--- config.mk ---
export PLATFORM = sky130hd
export DESIGN_NAME = ifetch_ctrl
export DESIGN_NICKNAME = d
export VERILOG_FILES = /design/src/rtl/mycpu_pkg.sv /design/src/rtl/ifetch_perf.sv /design/src/rtl/ifetch_ctrl.sv
export SDC_FILE = /design/constraint.sdc
export NUM_CORES = 1
export LEC_CHECK = 0
export BUFFER_PORTS_ARGS = -buffer_cell sky130_fd_sc_hd__clkbuf_2
export CORE_MARGIN = 5
export CORE_UTILIZATION = 46
export DETAILED_ROUTE_END_ITERATION = 7
export PLACE_DENSITY_LB_ADDON = 0.2
export SLEW_MARGIN = 20
export SYNTH_ARGS = -nofsm -noshare
export SYNTH_HDL_FRONTEND = slang
export SYNTH_SLANG_ARGS = --single-unit
export TNS_END_PERCENT = 5
--- constraint.sdc ---
create_clock -name clk -period 3.99 [get_ports clk]
set_clock_uncertainty 0.1 [all_clocks]
set_input_delay 0.798 -clock clk [delete_from_list [all_inputs] [get_ports clk]]
set_output_delay 0.798 -clock clk [all_outputs]
set_load 0.02 [all_outputs]
--- src/rtl/mycpu_pkg.sv ---
// Shared CPU types: PC operation codes, fetch FSM states and the fetch bubble constant.
package mycpu_pkg;

  typedef enum logic [1:0] {
    PC_NOP = 2'b00,
    PC_INC = 2'b01,
    PC_BRA = 2'b10,
    PC_JMP = 2'b11
  } pc_t;

  typedef enum logic [1:0] {
    IF_IDLE    = 2'b00,
    IF_FETCH   = 2'b01,
    IF_HOLD    = 2'b10,
    IF_DISCARD = 2'b11
  } ifetch_state_t;

  localparam logic [15:0] IFETCH_NOP_INSTR = 16'h0000;

  function automatic pc_t redir_op(input logic jmp);
    return jmp ? PC_JMP : PC_BRA;
  endfunction

endpackage

--- src/rtl/ifetch_perf.sv ---
// Free-running, wrapping counters for completed and discarded instruction fetches.
module ifetch_perf #(
  parameter int CW = 16
) (
  input  logic          clk,
  input  logic          rst_n,
  input  logic          fetch_inc,
  input  logic          flush_inc,
  output logic [CW-1:0] fetch_cnt,
  output logic [CW-1:0] flush_cnt
);

  logic [CW-1:0] fetch_cnt_r;
  logic [CW-1:0] flush_cnt_r;

  // Count events; both counters wrap naturally at 2^CW.
  always_ff @(posedge clk or negedge rst_n) begin
    if (!rst_n) begin
      fetch_cnt_r <= {CW{1'b0}};
      flush_cnt_r <= {CW{1'b0}};
    end else begin
      if (fetch_inc) begin
        fetch_cnt_r <= fetch_cnt_r + {{(CW-1){1'b0}}, 1'b1};
      end
      if (flush_inc) begin
        flush_cnt_r <= flush_cnt_r + {{(CW-1){1'b0}}, 1'b1};
      end
    end
  end

  assign fetch_cnt = fetch_cnt_r;
  assign flush_cnt = flush_cnt_r;

endmodule

--- src/rtl/ifetch_ctrl.sv ---
// Instruction-fetch controller: drives the PC, talks req/ack to imem and valid/ready to decode.
// Performance counters are built only when IFETCH_PERF_EN is defined.
module ifetch_ctrl
  import mycpu_pkg::*;
#(
  parameter int AW = 16,
  parameter int IW = 16,
  parameter int CW = 16
) (
  input  logic          clk,
  input  logic          rst_n,
  input  logic [AW-1:0] pc_in,
  output pc_t           ps_out,
  output logic [AW-1:0] ia_out,
  output logic [AW-1:0] ra_out,
  output logic          imem_req,
  output logic [AW-1:0] imem_addr,
  input  logic          imem_ack,
  input  logic [IW-1:0] imem_rdata,
  output logic          ir_valid,
  input  logic          ir_ready,
  output logic [IW-1:0] ir_out,
  output logic [AW-1:0] ir_pc,
  input  logic          redir_valid,
  input  logic          redir_jmp,
  input  logic [AW-1:0] redir_imm,
  input  logic [AW-1:0] redir_addr,
  output logic [CW-1:0] fetch_cnt,
  output logic [CW-1:0] flush_cnt
);

  ifetch_state_t state_r;
  logic [AW-1:0] hold_addr_r;
  logic [IW-1:0] ir_out_r;
  logic [AW-1:0] ir_pc_r;
  logic          ir_valid_r;
  logic          redir_s;
  logic          fetch_done_s;
  logic          flush_s;

  // The first cycle after reset is reserved, so redirects there are dropped.
  assign redir_s = redir_valid && (state_r != IF_IDLE);

  // PC command, memory request and counter events for the current cycle.
  always_comb begin
    ps_out       = PC_NOP;
    ia_out       = {AW{1'b0}};
    ra_out       = {AW{1'b0}};
    imem_req     = 1'b0;
    imem_addr    = pc_in;
    fetch_done_s = 1'b0;
    flush_s      = 1'b0;
    if (redir_s) begin
      ps_out = redir_op(redir_jmp);
      ia_out = redir_imm;
      ra_out = redir_addr;
    end else if ((state_r == IF_HOLD) && ir_valid_r && ir_ready) begin
      ps_out = PC_INC;
    end else begin
      ps_out = PC_NOP;
    end
    case (state_r)
      IF_FETCH: begin
        imem_req     = 1'b1;
        imem_addr    = pc_in;
        fetch_done_s = imem_ack && !redir_s;
        flush_s      = imem_ack && redir_s;
      end
      IF_DISCARD: begin
        // pc_in has already moved; keep presenting the stale address until ack.
        imem_req  = 1'b1;
        imem_addr = hold_addr_r;
        flush_s   = imem_ack;
      end
      IF_HOLD: begin
        flush_s = redir_s;
      end
      IF_IDLE: begin
        imem_req = 1'b0;
      end
      default: begin
        imem_req = 1'b0;
      end
    endcase
  end

  // Fetch FSM with the instruction register and the held discard address.
  always_ff @(posedge clk or negedge rst_n) begin
    if (!rst_n) begin
      state_r     <= IF_IDLE;
      hold_addr_r <= {AW{1'b0}};
      ir_out_r    <= IW'(IFETCH_NOP_INSTR);
      ir_pc_r     <= {AW{1'b0}};
      ir_valid_r  <= 1'b0;
    end else begin
      case (state_r)
        IF_IDLE: begin
          state_r <= IF_FETCH;
        end
        IF_FETCH: begin
          if (redir_s) begin
            if (imem_ack) begin
              state_r <= IF_FETCH;
            end else begin
              hold_addr_r <= pc_in;
              state_r     <= IF_DISCARD;
            end
          end else if (imem_ack) begin
            ir_out_r   <= imem_rdata;
            ir_pc_r    <= pc_in;
            ir_valid_r <= 1'b1;
            state_r    <= IF_HOLD;
          end else begin
            state_r <= IF_FETCH;
          end
        end
        IF_HOLD: begin
          if (redir_s || ir_ready) begin
            ir_valid_r <= 1'b0;
            state_r    <= IF_FETCH;
          end else begin
            state_r <= IF_HOLD;
          end
        end
        IF_DISCARD: begin
          if (imem_ack) begin
            state_r <= IF_FETCH;
          end else begin
            state_r <= IF_DISCARD;
          end
        end
        default: begin
          ir_valid_r <= 1'b0;
          state_r    <= IF_IDLE;
        end
      endcase
    end
  end

  assign ir_valid = ir_valid_r;
  assign ir_out   = ir_out_r;
  assign ir_pc    = ir_pc_r;

`ifdef IFETCH_PERF_EN
  ifetch_perf #(.CW(CW)) u_perf (
    .clk       (clk),
    .rst_n     (rst_n),
    .fetch_inc (fetch_done_s),
    .flush_inc (flush_s),
    .fetch_cnt (fetch_cnt),
    .flush_cnt (flush_cnt)
  );
`else
  logic perf_unused_s;
  assign perf_unused_s = fetch_done_s ^ flush_s;
  assign fetch_cnt     = {CW{1'b0}};
  assign flush_cnt     = {CW{1'b0}};
`endif

endmodule

==> impl_metrics.ini, run 1 <==
[yosys]
synth_cell_type_count = 23
syn_area_um2 = 2830
ys_seq_elements = 51
synth_cells = 214
synth_area_per_cell_um2 = 13.2
yosysWarnings = 0
seq_area_frac_synth = 0.452

[global_routing]
grt_pass1_vias = 2176
antenna_found_initial = 0
gr-total-overflow = 0
track_usage = 0.163
grt_max_degree = 39
grt_pass1_wl_um = 10000

[placement]
io_buffers = 153
dp_slack_ps = 1360
dpl.hpwl_um = 5200
placed_cell_area_um2 = 3490
place_congestion = 0.797

[hold_path]
hold_path.class = flop to flop

[power_and_ir_drop]
power_density_nw_per_um2 = 692
swShare = 0.393
p_sw_mw = 0.975
p_seq_frac = 0.371
total_power_mw = 2.48
vdd_drop_max_uv = 387
clkPwrFrac = 0.122
leakage_nw = 2.02
p_int_mw = 1.51
share_comb_of_total_power = 0.507

[sta]
rsz0062_at_grt = false
max_slew.worst_pin.slew_ps = 932
final.min_clock_period_ps = 2710
relSlewSlack = 0.378
min_period_over_period = 0.680
max_freq_ghz = 0.368
hold_viol_final = 0
finalMaxSlewViolations = 0
fin_setup_tns_ps = 0
worst_slack_ps = 1280
setup_violations = 0

[clock_tree]
path_clk_slew_ps = 90
cts_root_buf = clkbuf_8
clk_latency_ps = 300
htreeDepth = 2
cts_inserted_buffers = 5
clock-sinks = 51
cts_tree = done
ctsHoldBuffers = 0
cts.repair.resized = 0
post_cts_buffers = 0
clockBufferDepth = 2

[outcome]
status = complete, no violations

[floorplan]
start_util = 0.474
io_pins = 186
fp.coreArea_um2 = 5960
dieHeight_um = 88.4
die_x_um = 88.4
rows = 28
design.die.area_um2 = 7810

[detailed_routing]
finalWirelength_um = 6480
firstDrtPassIters = 4
drt_iter0_markers = 50
vias_per_cell = 4.57
vias = 2005
ant_nets = 0
drc = 0
wl_per_cell_um = 14.8

[final_layout]
drive_gt1_frac = 0.629
final_cell_area_um2 = 3590
n_antenna_cell = 0
fin_nets = 436
finish.utilization = 0.603
syn2layout_area_growth_pct = 27.0
final_cell_mix = clkbuf_2 (153), dfrtp_1 (51), mux2_2 (34)
mostFrequentLayoutCell = clkbuf_2

[setup_path]
arrival_ps = 1820
start_kind = flop
path_class = flop to primary output
end_kind = primary output
crit_fanout = 33
cp.required_ps = 3090

[job]
drv_cap = 0
cells by family (layout without fill, tap and decap cells):
group | after synthesis | in the layout | share of synthesized area
flops | 51 | 51 | 0.452
fa+ha+maj | 3 | 3 | 0.0133
simple gates | 39 | 39 | 0.0983
other cells | 1 | 32 | 0.00133
buf+inv | 48 | 167 | 0.120
mux | 65 | 65 | 0.298
compound gates | 7 | 7 | 0.0173
per-layer routing:
layer  track usage  part of all wire  up-vias
li1              -                 -      948
met4        0.0508             0.014        0
met5             0                 0        -
met3        0.0503              0.10        7
met2         0.290              0.51      107
met1         0.189              0.38      943
power groups by stage:
stage | Sequential, mW | Clock [mW] | Combinational, mW
finish | 0.922 | 0.303 | 1.26
global route | 0.952 | 0.340 | 1.35
CTS | 0.923 | 0.318 | 1.28
detailed placement | 0.932 | 0 | 1.28
global placement | 0.918 | 0 | 1.26
floorplan | 1.10 | 0 | 0.734
Yosys cell counts:
cell type,instances,area share
nand2_4,1,0.0040
buf_4,35,0.093
ha_1,3,0.013
o21a_1,2,0.0053
nand4bb_1,2,0.0080
nand2_1,1,0.0013
o21ai_0,1,0.0018
nand3b_2,1,0.0040
nand3b_4,1,0.0071
clkbuf_1,3,0.0040
dfrtp_1,51,0.45
a31oi_1,1,0.0022
and2_1,32,0.071
o211ai_1,2,0.0053
a21o_1,1,0.0027
mux2_2,34,0.14
buf_2,3,0.0053
nor4b_1,1,0.0031
buf_6,3,0.012
conb_1,1,0.0013
inv_1,4,0.0053
mux2i_1,1,0.0035
mux2_4,30,0.16
registers in the layout, summed over array words and instances, names as in the netlist:
signal,cells
hold_addr_r,16
ir_out,16
ir_pc,16
state_r,2
ir_valid,1
layout make-up:
cell class | count | area (µm²)
Fill cell | 533 | 2370
Multi-Input combinational cell | 146 | 1330
Sequential cell | 51 | 1280
Timing Repair Buffer | 155 | 781
Tap cell | 75 | 93.8
Clock buffer | 7 | 86.3
Inverter | 4 | 15.0
Clock inverter | 1 | 8.76
stage by stage:
step / std cells / hold slack (ps)
after floorplan: 245 / 375
after global placement: 431 / 383
after detailed placement: 431 / 391
after CTS: 439 / 414
after global routing: 439 / 427
final: 439 / 409
worst max-delay path, cell delays in order (launching register included):
cell and delay [ps]:
dfrtp_1 660, o21a_1 250, buf_4 250, and2_1 180, clkbuf_2 170
path summary, 6_finish.rpt:
path	start	endpoint	slack, ps	cells after the start
max	state_r[0]$_DFF_PN0_	ra_out[3]	1280	4
min	hold_addr_r[11]$_DFFE_PN0P_	hold_addr_r[11]$_DFFE_PN0P_	410	1
max reg2reg	state_r[0]$_DFF_PN0_	ir_out[12]$_DFFE_PN0P_	1630	5
min reg2reg	hold_addr_r[11]$_DFFE_PN0P_	hold_addr_r[11]$_DFFE_PN0P_	410	1
max in group asynchronous	rst_n	hold_addr_r[7]$_DFFE_PN0P_	2520	2
min in group asynchronous	rst_n	ir_out[0]$_DFFE_PN0P_	530	1
Power figures use the tool's default switching activity.
==> inputs of run 2 (changes only) <==
--- a/config.mk
+++ b/config.mk
@@ -7,7 +7,7 @@
 export LEC_CHECK = 0
 export BUFFER_PORTS_ARGS = -buffer_cell sky130_fd_sc_hd__clkbuf_2
 export CORE_MARGIN = 5
-export CORE_UTILIZATION = 46
+export CORE_UTILIZATION = 42
 export DETAILED_ROUTE_END_ITERATION = 7
 export PLACE_DENSITY_LB_ADDON = 0.2
 export SLEW_MARGIN = 20
==> constraint.sdc (replaced) <==
create_clock -name clk -period 2.6 [get_ports clk]
set_clock_uncertainty 0.1 [all_clocks]
set_input_delay 0.52 -clock clk [delete_from_list [all_inputs] [get_ports clk]]
set_output_delay 0.52 -clock clk [all_outputs]
set_load 0.02 [all_outputs]
==> run 2 against run 1 <==
Against the previous run:
- sequential power grew 52%
- global-route usage shrank 0.87 points
- clock power rose by 81%
- first-iteration DRC count down 32%
- non-clock buffer count increased by 5
- worst hold slack got worse by 180 ps
- final cell count increased by 1.6%
- critical path depth stayed put
- highest routed layer unchanged
- setup slack got worse by 940 ps
- final area grew 2.0%
==> impl_metrics.ini, run 2 (synthesis gave the netlist of run 1 again) <==
[setup_path]
crit_fanout = 16
arrival_ps = 1650
path_class = flop to primary output
crit_buf_inv = 2
end_kind = primary output
critPathTopFamily = flip-flops
path_cells = buf_4, nand2_4, mux2_2, clkbuf_2
start_kind = flop
slowest_stage = dfrtp_1
cp.required_ps = 1980
max_stage_delay_ps = 400

[detailed_routing]
vias = 1999
finalWirelength_um = 6550
wl_met2_um = 3200
top_layer = met4
firstDrtPassIters = 4
met3_length_um = 573
wl_met1_um = 2700
vias_per_cell = 4.48
drc = 0
wl_per_cell_um = 14.7
drt_iter0_markers = 34
ant_nets = 0

[placement]
dpl.hpwl_um = 5230
place_congestion = 0.702
io_buffers = 153
post-place-cells = 438

[global_routing]
grt_pass1_wl_um = 10600
antenna_found_initial = 0
grt_pass1_vias = 2144
grt_max_degree = 52
track_usage = 0.155
gr-total-overflow = 0

[clock_tree]
cts_root_buf = clkbuf_8
ctsHoldBuffers = 0
cts_tree = done
post_cts_buffers = 0
cts.repair.resized = 0
htreeDepth = 2
path_clk_slew_ps = 100
clock-sinks = 51
cts_inserted_buffers = 5
clk_latency_ps = 290
clockBufferDepth = 2

[job]
drv_cap = 0

[power_and_ir_drop]
power_density_nw_per_um2 = 1070
leakage_nw = 2.06
total_power_mw = 3.92
vdd_drop_max_uv = 355

[final_layout]
n_antenna_cell = 0
mostFrequentLayoutCell = clkbuf_2
fin_nets = 441
final_cell_mix = clkbuf_2 (153), dfrtp_1 (51), mux2_2 (34)
drive_gt1_frac = 0.637
syn2layout_area_growth_pct = 29.5
fin_cells = 446

[sta]
finalMaxSlewViolations = 0
fin_hold_ws_ps = 227
min_period_over_period = 0.873
final.min_clock_period_ps = 2270
max_freq_ghz = 0.441
rsz0062_at_grt = false
relSlewSlack = 0.576
fin_setup_tns_ps = 0
max_slew.worst_pin.slew_ps = 636
hold_viol_final = 0
setup_violations = 0

[floorplan]
design.die.area_um2 = 8470
fp.coreArea_um2 = 6460
die_x_um = 92.0
io_pins = 186
rows = 29
start_util = 0.437
dieHeight_um = 92.0

[outcome]
status = complete, no violations

[hold_path]
hold_path.class = primary input to async pin
[run 2: where the power goes]
| group | switching [mW] | total (mW) | leakage (nW) | internal [mW] |
|---|---|---|---|---|
| registers | 0.217 | 1.40 | 0.599 | 1.18 |
| logic | 1.04 | 1.97 | 1.40 | 0.931 |
| clock network | 0.261 | 0.548 | 0.0581 | 0.287 |
[run 2: final timing paths]
kind                                        startpoint                           to  slack, ps  cells past startpoint
min reg2reg                hold_addr_r[15]$_DFFE_PN0P_  hold_addr_r[15]$_DFFE_PN0P_        410                      1
min                                              rst_n  hold_addr_r[13]$_DFFE_PN0P_        230                      2
min in group clk                         imem_rdata[8]        ir_out[8]$_DFFE_PN0P_        350                      2
max reg2reg                       state_r[0]$_DFF_PN0_       ir_out[14]$_DFFE_PN0P_        620                      6
max                               state_r[0]$_DFF_PN0_                 imem_addr[6]        330                      4
max in group asynchronous                        rst_n  hold_addr_r[10]$_DFFE_PN0P_       1750                      2
[run 2: layout make-up]
cell class,instances,area [µm²]
clock buffer,5,68.8
clock inverter,3,43.8
fill,581,2800
inverter,4,15.0
multi-input combinational,146,1330
sequential,51,1280
tap,77,96.3
timing repair buffer,160,831
[run 2: worst reg2reg max path, delay by kind of cell, from the launching register on]
family	cells	cell delay, ps
and+or+nand+nor	1	250
muxes	1	290
DFF	1	400
adders and majority gates	1	190
AOI/OAI and AO/OA	1	270
buffers and inverters	2	370
[run 2: stage by stage]
| stage | area (µm²) | setup slack (ps) | utilization |
|---|---|---|---|
| finish | 3660 | 331 | 0.566 |
| global route | 3660 | 255 | 0.566 |
| CTS | 3660 | 314 | 0.566 |
| detailed placement | 3550 | 323 | 0.549 |
| global placement | 3550 | 382 | 0.549 |
| floorplan | 2940 | 578 | - |
[run 2: metal layers]
layer  track usage  vias to the layer above
li1              -                      960
met1         0.191                      927
met2         0.266                      106
met3        0.0442                        6
met4        0.0408                        0
met5             0                        -
==> inputs of run 3 (changes only) <==
--- a/config.mk
+++ b/config.mk
@@ -7,7 +7,7 @@
 export LEC_CHECK = 0
 export BUFFER_PORTS_ARGS = -buffer_cell sky130_fd_sc_hd__clkbuf_2
 export CORE_MARGIN = 5
-export CORE_UTILIZATION = 42
+export CORE_UTILIZATION = 46
 export DETAILED_ROUTE_END_ITERATION = 7
 export PLACE_DENSITY_LB_ADDON = 0.2
 export SLEW_MARGIN = 20
==> constraint.sdc (replaced) <==
create_clock -name clk -period 2.7 [get_ports clk]
set_clock_uncertainty 0.1 [all_clocks]
set_input_delay 0.54 -clock clk [delete_from_list [all_inputs] [get_ports clk]]
set_output_delay 0.54 -clock clk [all_outputs]
set_load 0.02 [all_outputs]
==> run 3 against run 2 <==
Against the previous run:
- total power down 5.7%
- final cell count down 1.1%
- clock power down 14%
- sequential cell count unchanged
- largest power group unchanged
==> impl_metrics.ini, run 3 (synthesis gave the netlist of run 1 again) <==
[setup_path]
reg2reg_to = ir_out[6]$_DFFE_PN0P_
crit_fanout = 33
cp.required_ps = 2060
reg2reg_slack_ps = 520
crit_start = state_r[0]$_DFF_PN0_
end_kind = primary output
ff2ff_path_depth = 6
arrival_ps = 1800
cp-endpoint = ia_out[8]
path_class = flop to primary output
start_kind = flop
crit-reg2reg-launch = state_r[0]$_DFF_PN0_

[final_layout]
final_cell_mix = clkbuf_2 (153), dfrtp_1 (51), mux2_2 (34)
fin_cells = 441
final_cell_area_um2 = 3620
fin_nets = 438
nFillCells = 517
drive_gt1_frac = 0.634
n_antenna_cell = 0
syn2layout_area_growth_pct = 28.3
mostFrequentLayoutCell = clkbuf_2

[clock_tree]
clk_latency_ps = 290
ctsHoldBuffers = 0
cts.repair.resized = 0
cts_inserted_buffers = 5
post_cts_buffers = 0
cts_tree = done
cts_root_buf = clkbuf_8
path_clk_slew_ps = 90
htreeDepth = 2
clock-sinks = 51
clockBufferDepth = 2

[placement]
placed_cell_area_um2 = 3520
dpl.hpwl_um = 5320
post-place-cells = 433
io_buffers = 153
dp_slack_ps = 546
place_congestion = 0.777

[floorplan]
dieHeight_um = 88.4
start_util = 0.474
rows = 28
die_x_um = 88.4
fp.coreArea_um2 = 5960
design.die.area_um2 = 7810
io_pins = 186

[global_routing]
track_usage = 0.168
grt_pass1_wl_um = 10100
grt_pass1_vias = 2124
grt_max_degree = 34
gr-total-overflow = 0
antenna_found_initial = 0

[detailed_routing]
firstDrtPassIters = 4
vias = 1976
drc = 0
wl_per_cell_um = 14.8
drt_iter0_markers = 40
vias_per_cell = 4.48
ant_nets = 0
finalWirelength_um = 6530

[sta]
min_period_over_period = 0.902
fin_setup_tns_ps = 0
hold_viol_final = 0
finalMaxSlewViolations = 0
max_freq_ghz = 0.410
final.min_clock_period_ps = 2440
rsz0062_at_grt = false
worst_slack_ps = 264
setup_violations = 0

[outcome]
status = complete, no violations

[job]
drv_cap = 0

[power_and_ir_drop]
power_density_nw_per_um2 = 1020
vdd_drop_max_uv = 492
leakage_nw = 2.04

[hold_path]
hold_path.class = primary input to async pin
[run 3: cell count changes in the layout (fill, tap and decap cells not counted), sizes merged]
| cell | previous run | this run |
|---|---|---|
| bufinv | 1 | 0 |
| clkinvlp | 0 | 1 |
| buf | 7 | 4 |
| clkbuf | 158 | 160 |
| clkinv | 2 | 0 |
[run 3: where the power goes]
group | switching (mW) | internal, mW
clock | 0.239 | 0.233
sequential | 0.225 | 1.14
combinational | 0.979 | 0.882
[run 3: layout make-up]
cell class              count  area, µm²  area share
flip-flops and latches     51       1280       0.352
inverters                   4       15.0     0.00414
repair buffers            157        808       0.223
multi-input cells         146       1330       0.366
well taps                  75       93.8      0.0259
clock buffers               7       96.3      0.0266
clock inverters             1       7.51     0.00207
[run 3: how the worst min path moves through the flow]
stage | cells after the start | endpoint | start | slack, ps
floorplan | 0 | hold_addr_r[0]$_DFFE_PN0P_ | rst_n | 140
global placement | 1 | hold_addr_r[0]$_DFFE_PN0P_ | hold_addr_r[0]$_DFFE_PN0P_ | 380
detailed placement | 1 | hold_addr_r[13]$_DFFE_PN0P_ | hold_addr_r[13]$_DFFE_PN0P_ | 390
CTS | 1 | ir_pc[15]$_DFFE_PN0P_ | rst_n | 70
global route | 1 | ir_pc[15]$_DFFE_PN0P_ | rst_n | 90
finish | 1 | ir_out[4]$_DFFE_PN0P_ | rst_n | 70
[run 3: critical path, stage by stage, from the launching register on]
cell      delay, ps
dfrtp_1         660
o21a_1          250
buf_4           260
and2_1          160
clkbuf_2        170
[run 3: per-stage QoR]
| step | hold WS (ps) | utilization | power [mW] |
|---|---|---|---|
| finish | 69.7 | 0.609 | 3.70 |
| floorplan | 144 | - | 2.71 |
| CTS | 70.0 | 0.609 | 3.75 |
| global placement | 383 | 0.591 | 3.23 |
| global route | 93.0 | 0.609 | 3.93 |
| detailed placement | 390 | 0.591 | 3.27 |
[run 3: routing by layer]
metal | share of wire | GRT usage | vias to the layer above
li1 | - | - | 952
met1 | 0.39 | 0.200 | 915
met2 | 0.50 | 0.297 | 104
met3 | 0.099 | 0.0503 | 5
met4 | 0.0095 | 0.0412 | 0
met5 | 0 | 0 | -
